$ cat src/rtl/prco_lmem_arbiter_if.sv
// prco_lmem_arbiter_if: fetch, data and local-memory signals that the arbiter sits between.
interface prco_lmem_arbiter_if #(
    parameter int P_ADDR_W = 16,
    parameter int P_DATA_W = 16
);
    logic                i_f_req;
    logic [P_ADDR_W-1:0] i_f_addr;
    logic                q_f_done;
    logic [P_DATA_W-1:0] q_f_rdata;
    logic                i_d_req;
    logic                i_d_we;
    logic [P_ADDR_W-1:0] i_d_addr;
    logic [P_DATA_W-1:0] i_d_wdata;
    logic                q_d_done;
    logic [P_DATA_W-1:0] q_d_rdata;
    logic                q_mem_ce;
    logic                q_mem_we;
    logic [P_ADDR_W-1:0] q_mem_addr;
    logic [P_DATA_W-1:0] q_mem_dina;
    logic [P_DATA_W-1:0] i_mem_douta;
    logic                q_busy;
    logic                q_grant;
    modport master (
        output i_f_req, i_f_addr, i_d_req, i_d_we, i_d_addr, i_d_wdata, i_mem_douta,
        input  q_f_done, q_f_rdata, q_d_done, q_d_rdata, q_mem_ce, q_mem_we, q_mem_addr,
               q_mem_dina, q_busy, q_grant
    );
    modport slave (
        input  i_f_req, i_f_addr, i_d_req, i_d_we, i_d_addr, i_d_wdata, i_mem_douta,
        output q_f_done, q_f_rdata, q_d_done, q_d_rdata, q_mem_ce, q_mem_we, q_mem_addr,
               q_mem_dina, q_busy, q_grant
    );
endinterface

$ cat src/rtl/prco_lmem_arbiter.sv
// prco_lmem_arbiter: shares single-ported local memory between fetch and load/store, bounding fetch starvation.
module prco_lmem_arbiter #(
    parameter int P_ADDR_W     = 16,
    parameter int P_DATA_W     = 16,
    parameter int P_MEM_LAT    = 1,
    parameter int P_STARVE_MAX = 3
) (
    input logic i_clk,
    input logic i_reset_n,
    prco_lmem_arbiter_if.slave bus
);
    localparam logic [1:0] S_IDLE  = 2'd0;
    localparam logic [1:0] S_ISSUE = 2'd1;
    localparam logic [1:0] S_WAIT  = 2'd2;
    localparam logic [1:0] S_RESP  = 2'd3;

    logic [1:0]          state;
    logic [2:0]          wait_cnt;
    logic [3:0]          starve;
    logic                owner, ce, we, f_done, d_done, busy, take_d;
    logic [P_ADDR_W-1:0] addr;
    logic [P_DATA_W-1:0] dina, f_rdata, d_rdata;

    // fetch only wins a contested slot once it has been passed over P_STARVE_MAX times
    assign take_d = bus.i_d_req && !(bus.i_f_req && starve == 4'(P_STARVE_MAX));

    always_ff @(posedge i_clk or negedge i_reset_n) begin
        if (!i_reset_n) begin
            state    <= S_IDLE;
            wait_cnt <= '0;
            starve   <= '0;
            owner    <= 1'b0;
            ce       <= 1'b0;
            we       <= 1'b0;
            f_done   <= 1'b0;
            d_done   <= 1'b0;
            busy     <= 1'b0;
            addr     <= '0;
            dina     <= '0;
            f_rdata  <= '0;
            d_rdata  <= '0;
        end else begin
            ce     <= 1'b0;
            we     <= 1'b0;
            f_done <= 1'b0;
            d_done <= 1'b0;
            case (state)
                S_IDLE: if (bus.i_f_req || bus.i_d_req) begin
                    state  <= S_ISSUE;
                    busy   <= 1'b1;
                    owner  <= take_d;
                    ce     <= 1'b1;
                    we     <= take_d && bus.i_d_we;
                    addr   <= take_d ? bus.i_d_addr : bus.i_f_addr;
                    dina   <= take_d ? bus.i_d_wdata : dina;
                    starve <= take_d ? starve + {3'b0, bus.i_f_req} : '0;
                end
                S_ISSUE: begin
                    state    <= S_WAIT;
                    wait_cnt <= 3'(P_MEM_LAT - 1);
                end
                S_WAIT: if (wait_cnt == '0) begin
                    state   <= S_RESP;
                    f_done  <= !owner;
                    d_done  <= owner;
                    f_rdata <= owner ? f_rdata : bus.i_mem_douta;
                    d_rdata <= owner ? bus.i_mem_douta : d_rdata;
                end else begin
                    wait_cnt <= wait_cnt - 3'd1;
                end
                S_RESP: begin
                    state <= S_IDLE;
                    busy  <= 1'b0;
                end
            endcase
        end
    end

    assign bus.q_mem_ce   = ce;
    assign bus.q_mem_we   = we;
    assign bus.q_mem_addr = addr;
    assign bus.q_mem_dina = dina;
    assign bus.q_f_done   = f_done;
    assign bus.q_f_rdata  = f_rdata;
    assign bus.q_d_done   = d_done;
    assign bus.q_d_rdata  = d_rdata;
    assign bus.q_busy     = busy;
    assign bus.q_grant    = owner;
endmodule
$ cat src/flat_wrapper.sv
// flat-port wrapper written by rule: the top's interface ports become plain ports
module prco_lmem_arbiter_flat 
#(
    parameter int P_ADDR_W     = 16,
    parameter int P_DATA_W     = 16,
    parameter int P_MEM_LAT    = 1,
    parameter int P_STARVE_MAX = 3
)
  (i_clk, i_reset_n, bus_i_f_req, bus_i_f_addr, bus_i_d_req, bus_i_d_we, bus_i_d_addr, bus_i_d_wdata, bus_i_mem_douta, bus_q_f_done, bus_q_f_rdata, bus_q_d_done, bus_q_d_rdata, bus_q_mem_ce, bus_q_mem_we, bus_q_mem_addr, bus_q_mem_dina, bus_q_busy, bus_q_grant);
  prco_lmem_arbiter_if #(.P_ADDR_W(P_ADDR_W), .P_DATA_W(P_DATA_W)) bus_i ();
  input logic i_clk;
  input logic i_reset_n;
  input wire logic [$bits(bus_i.i_f_req)-1:0] bus_i_f_req;
  input wire logic [$bits(bus_i.i_f_addr)-1:0] bus_i_f_addr;
  input wire logic [$bits(bus_i.i_d_req)-1:0] bus_i_d_req;
  input wire logic [$bits(bus_i.i_d_we)-1:0] bus_i_d_we;
  input wire logic [$bits(bus_i.i_d_addr)-1:0] bus_i_d_addr;
  input wire logic [$bits(bus_i.i_d_wdata)-1:0] bus_i_d_wdata;
  input wire logic [$bits(bus_i.i_mem_douta)-1:0] bus_i_mem_douta;
  output wire logic [$bits(bus_i.q_f_done)-1:0] bus_q_f_done;
  output wire logic [$bits(bus_i.q_f_rdata)-1:0] bus_q_f_rdata;
  output wire logic [$bits(bus_i.q_d_done)-1:0] bus_q_d_done;
  output wire logic [$bits(bus_i.q_d_rdata)-1:0] bus_q_d_rdata;
  output wire logic [$bits(bus_i.q_mem_ce)-1:0] bus_q_mem_ce;
  output wire logic [$bits(bus_i.q_mem_we)-1:0] bus_q_mem_we;
  output wire logic [$bits(bus_i.q_mem_addr)-1:0] bus_q_mem_addr;
  output wire logic [$bits(bus_i.q_mem_dina)-1:0] bus_q_mem_dina;
  output wire logic [$bits(bus_i.q_busy)-1:0] bus_q_busy;
  output wire logic [$bits(bus_i.q_grant)-1:0] bus_q_grant;
  assign bus_i.i_f_req = bus_i_f_req;
  assign bus_i.i_f_addr = bus_i_f_addr;
  assign bus_i.i_d_req = bus_i_d_req;
  assign bus_i.i_d_we = bus_i_d_we;
  assign bus_i.i_d_addr = bus_i_d_addr;
  assign bus_i.i_d_wdata = bus_i_d_wdata;
  assign bus_i.i_mem_douta = bus_i_mem_douta;
  assign bus_q_f_done = bus_i.q_f_done;
  assign bus_q_f_rdata = bus_i.q_f_rdata;
  assign bus_q_d_done = bus_i.q_d_done;
  assign bus_q_d_rdata = bus_i.q_d_rdata;
  assign bus_q_mem_ce = bus_i.q_mem_ce;
  assign bus_q_mem_we = bus_i.q_mem_we;
  assign bus_q_mem_addr = bus_i.q_mem_addr;
  assign bus_q_mem_dina = bus_i.q_mem_dina;
  assign bus_q_busy = bus_i.q_busy;
  assign bus_q_grant = bus_i.q_grant;
  prco_lmem_arbiter #(.P_ADDR_W(P_ADDR_W), .P_DATA_W(P_DATA_W), .P_MEM_LAT(P_MEM_LAT), .P_STARVE_MAX(P_STARVE_MAX)) u_core (.i_clk(i_clk), .i_reset_n(i_reset_n), .bus(bus_i));
endmodule
$ cat config.mk
export PLATFORM = sky130hd
export DESIGN_NAME = prco_lmem_arbiter_flat
export DESIGN_NICKNAME = d
export VERILOG_FILES = /design/src/rtl/prco_lmem_arbiter_if.sv /design/src/rtl/prco_lmem_arbiter.sv /design/src/flat_wrapper.sv
export SDC_FILE = /design/constraint.sdc
export NUM_CORES = 1
export LEC_CHECK = 0
export BUFFER_PORTS_ARGS = -buffer_cell sky130_fd_sc_hd__buf_2
export CAP_MARGIN = 20
export CORE_UTILIZATION = 49
export DETAILED_ROUTE_END_ITERATION = 6
export HOLD_SLACK_MARGIN = 0.06
export PLACE_DENSITY_LB_ADDON = 0.3
export SLEW_MARGIN = 40
export SYNTH_ARGS = -nofsm -noshare
export SYNTH_HDL_FRONTEND = slang
export SYNTH_SLANG_ARGS = --single-unit
$ cat constraint.sdc
create_clock -name i_clk -period 2.45 [get_ports i_clk]
set_input_delay 0.245 -clock i_clk [delete_from_list [all_inputs] [get_ports i_clk]]
set_output_delay 0.245 -clock i_clk [all_outputs]
set_load 0.01 [all_outputs]
==> results of run 1 <==
[cells in the final DEF (no fill, tap or decap), types with 13 or more instances in the layout]
cell,count
o211ai_1,16
nor2_1,20
inv_1,22
mux2_4,14
buf_2,137
o32a_1,13
mux2_2,35
dfrtp_1,79
nand2_1,13
a31oi_1,16
[stage by stage]
stage / utilization / cell area (um2) / instances
2_1_floorplan: - / 3650 / 291
3_3_place_gp: 0.614 / 4430 / 518
3_5_place_dp: 0.614 / 4430 / 518
4_1_cts: 0.644 / 4650 / 535
5_1_grt: 0.644 / 4650 / 535
6_report: 0.644 / 4650 / 535
[layer usage]
layer	part of all wire	track usage	up-vias
li1	-	-	1320
met3	0.069	0.0616	8
met2	0.47	0.329	104
met4	0.012	0.0660	0
met1	0.45	0.265	1335
met5	0	0	-
[cells in the mapped netlist, drive strengths merged]
| master | instances | share of area |
|---|---|---|
| o21ai | 2 | 0.0038 |
| a21o | 1 | 0.0021 |
| mux2i | 3 | 0.0082 |
| nand2b | 7 | 0.014 |
| nand3 | 3 | 0.0055 |
| clkbuf | 10 | 0.010 |
| clkinv | 1 | 0.0010 |
| dfrtp | 79 | 0.54 |
| buf | 9 | 0.019 |
| a22oi | 1 | 0.0021 |
| and2b | 1 | 0.0021 |
| mux2 | 49 | 0.17 |
| a31o | 1 | 0.0024 |
| nand2 | 13 | 0.013 |
| o211ai | 16 | 0.033 |
| ha | 8 | 0.027 |
| o211a | 1 | 0.0027 |
| o22a | 1 | 0.0024 |
| nand3b | 1 | 0.0055 |
| o32a | 13 | 0.036 |
| a22o | 5 | 0.012 |
| inv | 22 | 0.023 |
| a21oi | 1 | 0.0014 |
| a31oi | 16 | 0.027 |
| o31a | 3 | 0.0072 |
| nor2 | 20 | 0.021 |
| xnor2 | 2 | 0.0048 |
| and2 | 1 | 0.0017 |
| nor3b | 1 | 0.0051 |
[registers in the layout, indices dropped and copies added, names as in the netlist, 2 cells and up]
name and flops:
u_core.bus.q_d_rdata 16, u_core.bus.q_mem_dina 16, u_core.bus.q_f_rdata 16, u_core.wait_cnt 3, u_core.starve 4, u_core.bus.q_mem_addr 16
u_core.state 2
[path summary, 6_finish.rpt]
kind	slack, ns	startpoint	endpoint	cells after the start
max	0.53	u_core.state[0]	u_core.bus.q_mem_dina[14]	5
min	0.09	bus_i_d_we	u_core.bus.q_mem_we	2
max reg2reg	0.53	u_core.state[0]	u_core.bus.q_mem_dina[14]	5
min reg2reg	0.50	u_core.bus.q_d_rdata[10]	u_core.bus.q_d_rdata[10]	1
max in group asynchronous	1.48	i_reset_n	u_core.bus.q_mem_dina[3]	2
min in group asynchronous	0.48	i_reset_n	u_core.bus.q_mem_addr[15]	2
[where the power goes]
group | internal, mW | switching [mW]
registers | 1.92 | 0.321
logic | 1.23 | 1.19
clock network | 0.481 | 0.510
total | 3.64 | 2.03
[worst max-delay path, delay by kind of cell (launching register included)]
kind	cells	cell delay [ns]
DFF	1	0.42
muxes	1	0.33
adders and majority gates	1	0.25
buffers and inverters	2	0.39
AOI/OAI and AO/OA	1	0.40
[cell families (layout without fill, tap and decap cells)]
| kind of cell | count (synthesis) | count (layout) |
|---|---|---|
| flip-flops | 79 | 79 |
| adder cells (fa/ha/maj) | 8 | 8 |
| XOR/XNOR | 2 | 2 |
| multiplexers | 52 | 52 |
| AND/OR/NAND/NOR | 47 | 47 |
| AO/OA/AOI/OAI | 61 | 61 |
| buffers and inverters | 42 | 187 |
[cell type report]
class	count	area [um2]	area share
Timing Repair Buffer	148	774	0.167
Multi-Input combinational cell	170	1480	0.319
Clock inverter	7	78.8	0.0170
Clock buffer	9	124	0.0267
Tap cell	99	124	0.0267
Sequential cell	79	1980	0.426
Inverter	23	86.3	0.0186
[what timing repair did]
| action | 4_1_cts | 5_1_grt |
|---|---|---|
| endpoints found under the hold margin | 79 | 0 |
| hold buffers | 1 | 0 |
| gates resized for setup | 0 | 0 |
==> flow_metrics.env, run 1 <==
export IMPL_run_status="finished clean"
export IMPL_io_pins=139
export IMPL_syn_avg_cell_area_um2=12.6
export IMPL_synth_seq_cells=79
export IMPL_max_freq_mhz=520
export IMPL_report_power_total_mw=5.66
export IMPL_cts_reportedPaths_clkPinSlew_ns=0.09
export IMPL_synthSimpleGateAreaFrac=0.0678
export IMPL_vdd_ir_drop_worst_mv=0.515
export IMPL_cts_repair_timing_setup_buffer_count=0
export IMPL_start_kind="flip-flop"
export IMPL_cts_made_buffers=9
export IMPL_global_route_wire_length_before_repair_mm=12.0
export IMPL_synthesis_area_um2=3650
export IMPL_cts_num_sinks=79
export IMPL_timing_worst_slew_pin_value_ns=0.708
export IMPL_report_final_setup_viol=0
export IMPL_port_buffer_count=138
export IMPL_whs_ns=0.0928
export IMPL_placementRows=31
export IMPL_worst_endpoint_required_ns=2.68
export IMPL_max_cap_violations=0
export IMPL_tritoncts="built"
export IMPL_clock_latency_of_the_later_clocked_register_in_the_worst_skew_pair_ns=0.35
export IMPL_cellPowerDensity_nw_per_um2=1220
export IMPL_synth_lib_cells_used_distinct=34
export IMPL_design_die_area_um2=7800
export IMPL_core_area_um2=7210
export IMPL_die_outline_height_um=88.3
export IMPL_endpoint_kind="flip-flop"
export IMPL_synth_area_in_adders=0.0274
export IMPL_post_route_period_util=0.784
export IMPL_holdCritPathClass="in -> reg"
export IMPL_route_final_wire_length_mm=7.76
export IMPL_critPathMaxFanout=11
export IMPL_pre_cts_ws_ns=0.556
export IMPL_post_synth_xor_area_fraction=0.00480
export IMPL_critical_path_max_stage_delay_ns=0.42
export IMPL_clk_root_buffer_cell="clkbuf_8"
export IMPL_final_gp_congestion=0.786
export IMPL_ys_warnings_count=0
export IMPL_final_setup_worst_slack_ns=0.529
export IMPL_detail_route_iter0_violations=88
export IMPL_finalHoldViolCount=0
export IMPL_route_detailed_vias_per_inst=5.17
export IMPL_final_period_minus_worst_setup_slack_ns=1.92
export IMPL_initial_utilization=0.506
export IMPL_final_antenna_net_count=0
export IMPL_clk_path_buf_depth=2
export IMPL_crit_arrival_ns=2.15
export IMPL_num_fill_cells=583
export IMPL_post_detailed_route_wirelength_per_cell_um=14.5
export IMPL_antenna_found_initial=0
export IMPL_place_detailed_hpwl_mm=5.38
export IMPL_timing_final_max_slew_violations=0
export IMPL_synth_compound_gate_area_share=0.132
export IMPL_timing_setup_tns_ns=0
export IMPL_rsz0062_at_grt="false"
export IMPL_crit_slowest_cell="dfrtp_1"
export IMPL_post_synth_mux_area_share=0.174
export IMPL_critPathKind="reg -> reg"
export IMPL_drtPass1Iterations=4
export IMPL_post_route_cells_drive_above_1_share=0.502
export IMPL_dr_total_vias=2767
export IMPL_htreeDepth=3
export IMPL_synth_nets=368
export IMPL_finalNetCount=508
export IMPL_global_route_overflow_total=0
export IMPL_cp_cell_sequence="inv_1 > ha_1 > o211a_2 > buf_4 > mux2_4"
export IMPL_p_leak_nw=2.25
export IMPL_synth_seq_area_share=0.541
export IMPL_die_width_um=88.3
export IMPL_grt_usage=0.204
export IMPL_via_count_of_the_first_global_routing_pass=2573
export IMPL_synth_top_family_by_area="multiplexers"
export IMPL_area_growth_synth_to_final_pct=27.2
export IMPL_num_antenna_cells=0
export IMPL_grt_max_degree=80
export IMPL_finClkSkew_ns=0.00951
export IMPL_post_synth_inst_count=291
export IMPL_detail_route_drc_violations=0
export IMPL_max_slew_margin=0.528
No activity file was read; power rests on OpenSTA's default activity.
==> run 2: changes to the inputs <==
Clock period 2.45 ns to 1.9 ns, I/O delays scaled along.
==> run 2 against run 1 <==
Effect of this change:
- die area unchanged
- critical endpoint is now u_core.bus.q_f_rdata[14]
- non-clock buffer count up 10
- fmax up 14%
- final area up 2.1%
- first-iteration DRC count up 14%
- register-to-register slack worse by 0.32 ns
- critical path depth up 1
- clock skew down 0.0020 ns
- hold slack worse by 0.015 ns
==> flow_metrics.env, run 2 (same netlist as run 1, synthesis figures left out) <==
export IMPL_highest_count_cells_in_the_layout_ignoring_fill_and_taps="buf_2 (137), dfrtp_1 (79), mux2_2 (35), inv_1 (22), nor2_1 (20)"
export IMPL_clk_network_pwr_share=0.157
export IMPL_clk_path_buf_depth=2
export IMPL_drtPass1Iterations=4
export IMPL_report_final_setup_viol=0
export IMPL_grt_usage=0.210
export IMPL_p_leak_nw=2.30
export IMPL_place_detailed_hpwl_mm=5.54
export IMPL_max_slew_margin=0.680
export IMPL_p_sw_frac=0.360
export IMPL_finClkSkew_ns=0.00749
export IMPL_finalNetCount=518
export IMPL_cts_num_sinks=79
export IMPL_critPathMaxFanout=17
export IMPL_htreeDepth=3
export IMPL_design_die_area_um2=7800
export IMPL_route_final_wire_length_mm=7.72
export IMPL_start_kind="flip-flop"
export IMPL_tritoncts="built"
export IMPL_critPathKind="reg -> reg"
export IMPL_clk_root_buffer_cell="clkbuf_8"
export IMPL_endpoint_kind="flip-flop"
export IMPL_worstHoldStart="bus_i_d_wdata[0]"
export IMPL_die_width_um=88.3
export IMPL_post_route_period_util=0.888
export IMPL_netSwitchingPower_mw=2.61
export IMPL_most_common_library_cell_in_the_layout_ignoring_fill_and_taps="buf_2"
export IMPL_worst_endpoint_required_ns=2.13
export IMPL_initial_utilization=0.506
export IMPL_vdd_ir_drop_worst_mv=0.609
export IMPL_timing_worst_slew_pin_value_ns=0.479
export IMPL_detail_route_drc_violations=0
export IMPL_timing_setup_tns_ns=0
export IMPL_setup_worst_path_start="u_core.wait_cnt[0]"
export IMPL_rsz0062_at_grt="false"
export IMPL_area_growth_synth_to_final_pct=29.9
export IMPL_core_area_um2=7210
export IMPL_grt_max_degree=44
export IMPL_cts_made_buffers=9
export IMPL_final_core_utilization=0.657
export IMPL_port_buffer_count=138
export IMPL_post_route_cells_drive_above_1_share=0.500
export IMPL_io_pins=139
export IMPL_post_detailed_route_wirelength_per_cell_um=14.2
export IMPL_antenna_found_initial=0
export IMPL_cellPowerDensity_nw_per_um2=1530
export IMPL_max_cap_violations=0
export IMPL_timing_final_max_slew_violations=0
export IMPL_run_status="finished clean"
export IMPL_die_outline_height_um=88.3
export IMPL_final_period_minus_worst_setup_slack_ns=1.69
export IMPL_num_antenna_cells=0
export IMPL_max_freq_mhz=593
export IMPL_crit_arrival_ns=1.92
export IMPL_detail_route_iter0_violations=100
export IMPL_dr_total_vias=2836
export IMPL_route_detailed_vias_per_inst=5.20
export IMPL_cts_reportedPaths_clkPinSlew_ns=0.08
export IMPL_final_antenna_net_count=0
export IMPL_holdCritPathClass="in -> reg"
export IMPL_clock_latency_of_the_later_clocked_register_in_the_worst_skew_pair_ns=0.35
export IMPL_final_gp_congestion=0.761
export IMPL_cell_internal_pwr_mw=4.63
export IMPL_timing_rr_start="u_core.wait_cnt[0]"
export IMPL_finalHoldViolCount=0
export IMPL_global_route_wire_length_before_repair_mm=12.5
export IMPL_via_count_of_the_first_global_routing_pass=2748
export IMPL_placementRows=31
export IMPL_pwr_share_comb=0.441
export IMPL_seqPwrFrac=0.402
export IMPL_global_route_overflow_total=0
export IMPL_cts_repair_timing_setup_buffer_count=0
run 2: cell count changes in the layout (fill, tap and decap cells not counted), sizes merged:
| cell | change |
|---|---|
| buf | +4 |
| dlygate4sd3 | +6 |
| inv | -1 |
| bufinv | -1 |
| clkinv | +3 |
| clkinvlp | -1 |
run 2: metal layers:
layer / global-route usage / part of all wire
met4: 0.0689 / 0.013
met5: 0 / 0
met2: 0.359 / 0.49
met3: 0.0532 / 0.056
met1: 0.261 / 0.44
run 2: timing repair:
item | CTS | global route
setup endpoints to repair | 0 | 16
endpoints found under the hold margin | 42 | 0
gates resized for setup | 0 | 1
hold buffers | 7 | 0
run 2: path summary, 6_finish.rpt:
| check | endpoint | depth (start not counted) | slack (ns) |
|---|---|---|---|
| setup / recovery | u_core.bus.q_f_rdata[14] | 6 | 0.21 |
| setup reg to reg | u_core.bus.q_f_rdata[14] | 6 | 0.21 |
| hold reg to reg | u_core.wait_cnt[1] | 1 | 0.50 |
| min in group asynchronous | u_core.bus.q_mem_dina[0] | 2 | 0.35 |
| max in group asynchronous | u_core.bus.q_d_rdata[3] | 3 | 0.97 |
| hold / removal | u_core.bus.q_mem_dina[0] | 2 | 0.08 |
run 2: power by group through the flow:
| stage | Clock (mW) | Sequential, mW | Combinational, mW |
|---|---|---|---|
| 2_1_floorplan | 0 | 3.28 | 1.62 |
| 3_3_place_gp | 0 | 2.90 | 3.14 |
| 3_5_place_dp | 0 | 2.93 | 3.22 |
| 4_1_cts | 1.16 | 2.91 | 3.23 |
| 5_1_grt | 1.23 | 3.00 | 3.53 |
| 6_report | 1.13 | 2.91 | 3.19 |
run 2: worst max-delay path: stages, from the launching register on:
cell	delay (ns)
dfrtp_1	0.42
inv_1	0.10
ha_1	0.23
nand2b_4	0.09
nor3b_4	0.21
buf_12	0.18
mux2_2	0.34
run 2: layout make-up:
| cell class | instances | area (um2) |
|---|---|---|
| Inverter | 23 | 86.3 |
| Tap cell | 99 | 124 |
| Fill cell | 564 | 2470 |
| Clock buffer | 9 | 124 |
| Multi-Input combinational cell | 170 | 1490 |
| Timing Repair Buffer | 158 | 886 |
| Sequential cell | 79 | 1980 |
| Clock inverter | 7 | 57.6 |
run 2: stage by stage:
stage               instances  hold slack, ns  area (um2)  total power, mW  setup WS (ns)
global route              545          0.0644        4740             7.76          0.110
CTS                       545          0.0606        4740             7.30         0.0585
finish                    545          0.0776        4740             7.23          0.213
detailed placement        522           0.189        4480             6.15         0.0716
global placement          522           0.185        4480             6.04          0.147
floorplan                 291          -0.106        3650             4.90          0.142
==> run 3: changes to the inputs <==
Settings changed: BUFFER_PORTS_ARGS -buffer_cell sky130_fd_sc_hd__buf_2 to not set, CORE_UTILIZATION 49 to 63, DONT_BUFFER_PORTS set to 1.
==> run 3 against run 2 <==
Effect of this change:
- first-iteration DRC count increased by 49%
- combinational power decreased by 33%
- flip-flop and latch count unchanged
- the flow now finishes with violations (negative hold slack)
- largest cell class unchanged
- clock power increased by 24%
- highest routed layer unchanged
==> flow_metrics.env, run 3 (same netlist as run 1, synthesis figures left out) <==
export IMPL_holdCritPathClass="in -> async"
export IMPL_layout_cells_non_filler=435
export IMPL_core_area_um2=5540
export IMPL_io_pins=139
export IMPL_crit_path_end="u_core.bus.q_mem_addr[11]"
export IMPL_placementRows=27
export IMPL_num_antenna_cells=0
export IMPL_dr_total_vias=2654
export IMPL_crit_slowest_cell="dlygate4sd3_1"
export IMPL_route_detailed_vias_per_inst=6.10
export IMPL_start_kind="flip-flop"
export IMPL_antenna_found_initial=0
export IMPL_max_slew_margin=0.776
export IMPL_grt_usage=0.307
export IMPL_critPathMaxFanout=32
export IMPL_cts_num_sinks=79
export IMPL_vdd_ir_drop_worst_mv=1.00
export IMPL_finalHoldViolCount=79
export IMPL_worstReg2RegEnd="u_core.bus.q_mem_addr[11]"
export IMPL_report_power_total_mw=6.98
export IMPL_detailed_place_area_um2=3730
export IMPL_post_detailed_route_wirelength_per_cell_um=20.3
export IMPL_final_gp_congestion=0.708
export IMPL_ctsHoldBuffers=66
export IMPL_finClkSkew_ns=0.00990
export IMPL_timing_reg2reg_worst_path_depth=5
export IMPL_p_sw_frac=0.363
export IMPL_netSwitchingPower_mw=2.53
export IMPL_tritoncts="built"
export IMPL_num_fill_cells=301
export IMPL_p_leak_nw=1.99
export IMPL_reg2reg_setup_slack_ns=0.07
export IMPL_seqPwrFrac=0.495
export IMPL_whs_ns=-0.460
export IMPL_pwr_share_comb=0.305
export IMPL_die_width_um=78.1
export IMPL_finalNetCount=435
export IMPL_drtPass1Iterations=6
export IMPL_critPathKind="reg -> reg"
export IMPL_timing_worst_slew_pin_value_ns=0.336
export IMPL_clk_path_buf_depth=2
export IMPL_final_core_utilization=0.835
export IMPL_clk_network_pwr_share=0.201
export IMPL_global_route_overflow_total=0
export IMPL_placedCellCount=353
export IMPL_detail_route_iter0_violations=149
export IMPL_worst_endpoint_required_ns=2.10
export IMPL_post_route_cells_drive_above_1_share=0.223
export IMPL_area_growth_synth_to_final_pct=26.7
export IMPL_clk_root_buffer_cell="clkbuf_8"
export IMPL_die_outline_height_um=78.1
export IMPL_design_die_area_um2=6110
export IMPL_place_detailed_hpwl_mm=4.71
export IMPL_clock_latency_of_the_later_clocked_register_in_the_worst_skew_pair_ns=0.34
export IMPL_stdcell_area_um2=4630
export IMPL_final_antenna_net_count=0
export IMPL_max_cap_violations=0
export IMPL_post_route_period_util=0.961
export IMPL_endpoint_kind="flip-flop"
export IMPL_report_final_setup_viol=0
export IMPL_via_count_of_the_first_global_routing_pass=2914
export IMPL_cp_cell_sequence="nand3b_4 > buf_6 > o211ai_1 > dlygate4sd3_1 > a31oi_1"
export IMPL_detail_route_drc_violations=0
export IMPL_timing_final_max_slew_violations=0
export IMPL_setup_worst_path_start="u_core.starve[2]"
export IMPL_crit_arrival_ns=2.03
export IMPL_final_period_minus_worst_setup_slack_ns=1.83
export IMPL_route_final_wire_length_mm=8.81
export IMPL_cts_reportedPaths_clkPinSlew_ns=0.08
export IMPL_most_common_library_cell_in_the_layout_ignoring_fill_and_taps="dfrtp_1"
export IMPL_highest_count_cells_in_the_layout_ignoring_fill_and_taps="dfrtp_1 (79), dlygate4sd3_1 (66), mux2_2 (35), inv_1 (22), nor2_1 (20)"
export IMPL_violated_checks="negative hold slack"
export IMPL_rsz0062_at_grt="true"
export IMPL_cts_repair_timing_setup_buffer_count=0
export IMPL_timing_rr_start="u_core.starve[2]"
export IMPL_cts_made_buffers=9
export IMPL_port_buffer_count=0
export IMPL_max_freq_mhz=548
export IMPL_run_status="finished, violations left"
export IMPL_critical_path_max_stage_delay_ns=0.60
export IMPL_global_route_wire_length_before_repair_mm=14.2
export IMPL_htreeDepth=3
export IMPL_cellPowerDensity_nw_per_um2=1510
export IMPL_grt_max_degree=80
export IMPL_cell_internal_pwr_mw=4.45
export IMPL_initial_utilization=0.659
run 3: cell count changes in the layout (fill, tap and decap cells not counted), moves of 2 or more:
cell,previous run,this run
dlygate4sd3_1,7,66
clkinvlp_4,2,0
buf_2,137,0
bufinv_16,0,2
buf_4,12,6
run 3: cell type report:
class	instances	area, um2	share of cell area
Sequential cell	79	1980	0.427
Tap cell	72	90.1	0.0195
Inverter	23	86.3	0.0187
Multi-Input combinational cell	170	1490	0.322
Timing Repair Buffer	75	757	0.164
Clock inverter	7	103	0.0222
Clock buffer	9	124	0.0268
run 3: worst min path at each step:
| stage | to | slack [ns] | cells past startpoint |
|---|---|---|---|
| finish | u_core.bus.q_mem_dina[2] | -0.46 | 0 |
| detailed placement | u_core.bus.q_mem_dina[2] | -0.10 | 0 |
| global route | u_core.bus.q_mem_dina[2] | -0.49 | 0 |
| floorplan | u_core.bus.q_busy | -0.11 | 0 |
| global placement | u_core.bus.q_mem_dina[2] | -0.10 | 0 |
| CTS | u_core.bus.q_mem_addr[4] | -0.48 | 0 |
run 3: power groups by stage:
stage	clock (mW)	sequential, mW	combinational, mW
floorplan	0	3.28	1.62
global placement	0	3.44	1.84
detailed placement	0	3.46	1.93
CTS	1.42	3.44	2.05
global route	1.49	3.55	2.29
finish	1.40	3.45	2.13
run 3: routing by layer:
| layer | up-vias | GRT usage | share of wire |
|---|---|---|---|
| li1 | 1185 | - | - |
| met1 | 1301 | 0.345 | 0.36 |
| met2 | 140 | 0.529 | 0.53 |
| met3 | 28 | 0.0872 | 0.076 |
| met4 | 0 | 0.161 | 0.034 |
| met5 | - | 0 | 0 |
run 3: repair_timing:
item	4_1_cts	5_1_grt
resized for setup	0	2
setup endpoints to repair	0	17
endpoints found under the hold margin	145	79
run 3: stage by stage:
step / TNS [ns] / worst slack, ns / hold WS [ns]
after detailed placement: 0 / 0.0475 / -0.104
after floorplan: 0 / 0.142 / -0.106
after global placement: 0 / 0.152 / -0.104
final: 0 / 0.0750 / -0.460
after CTS: 0 / 0.0442 / -0.476
after global routing: -0.00898 / -0.00898 / -0.487
run 3: critical path, delay by kind of cell, from the launching register on:
family,cells,cell delay [ns]
AOI/OAI and AO/OA,2,0.33
buffers and inverters,2,0.79
DFF,1,0.40
and+or+nand+nor,1,0.17
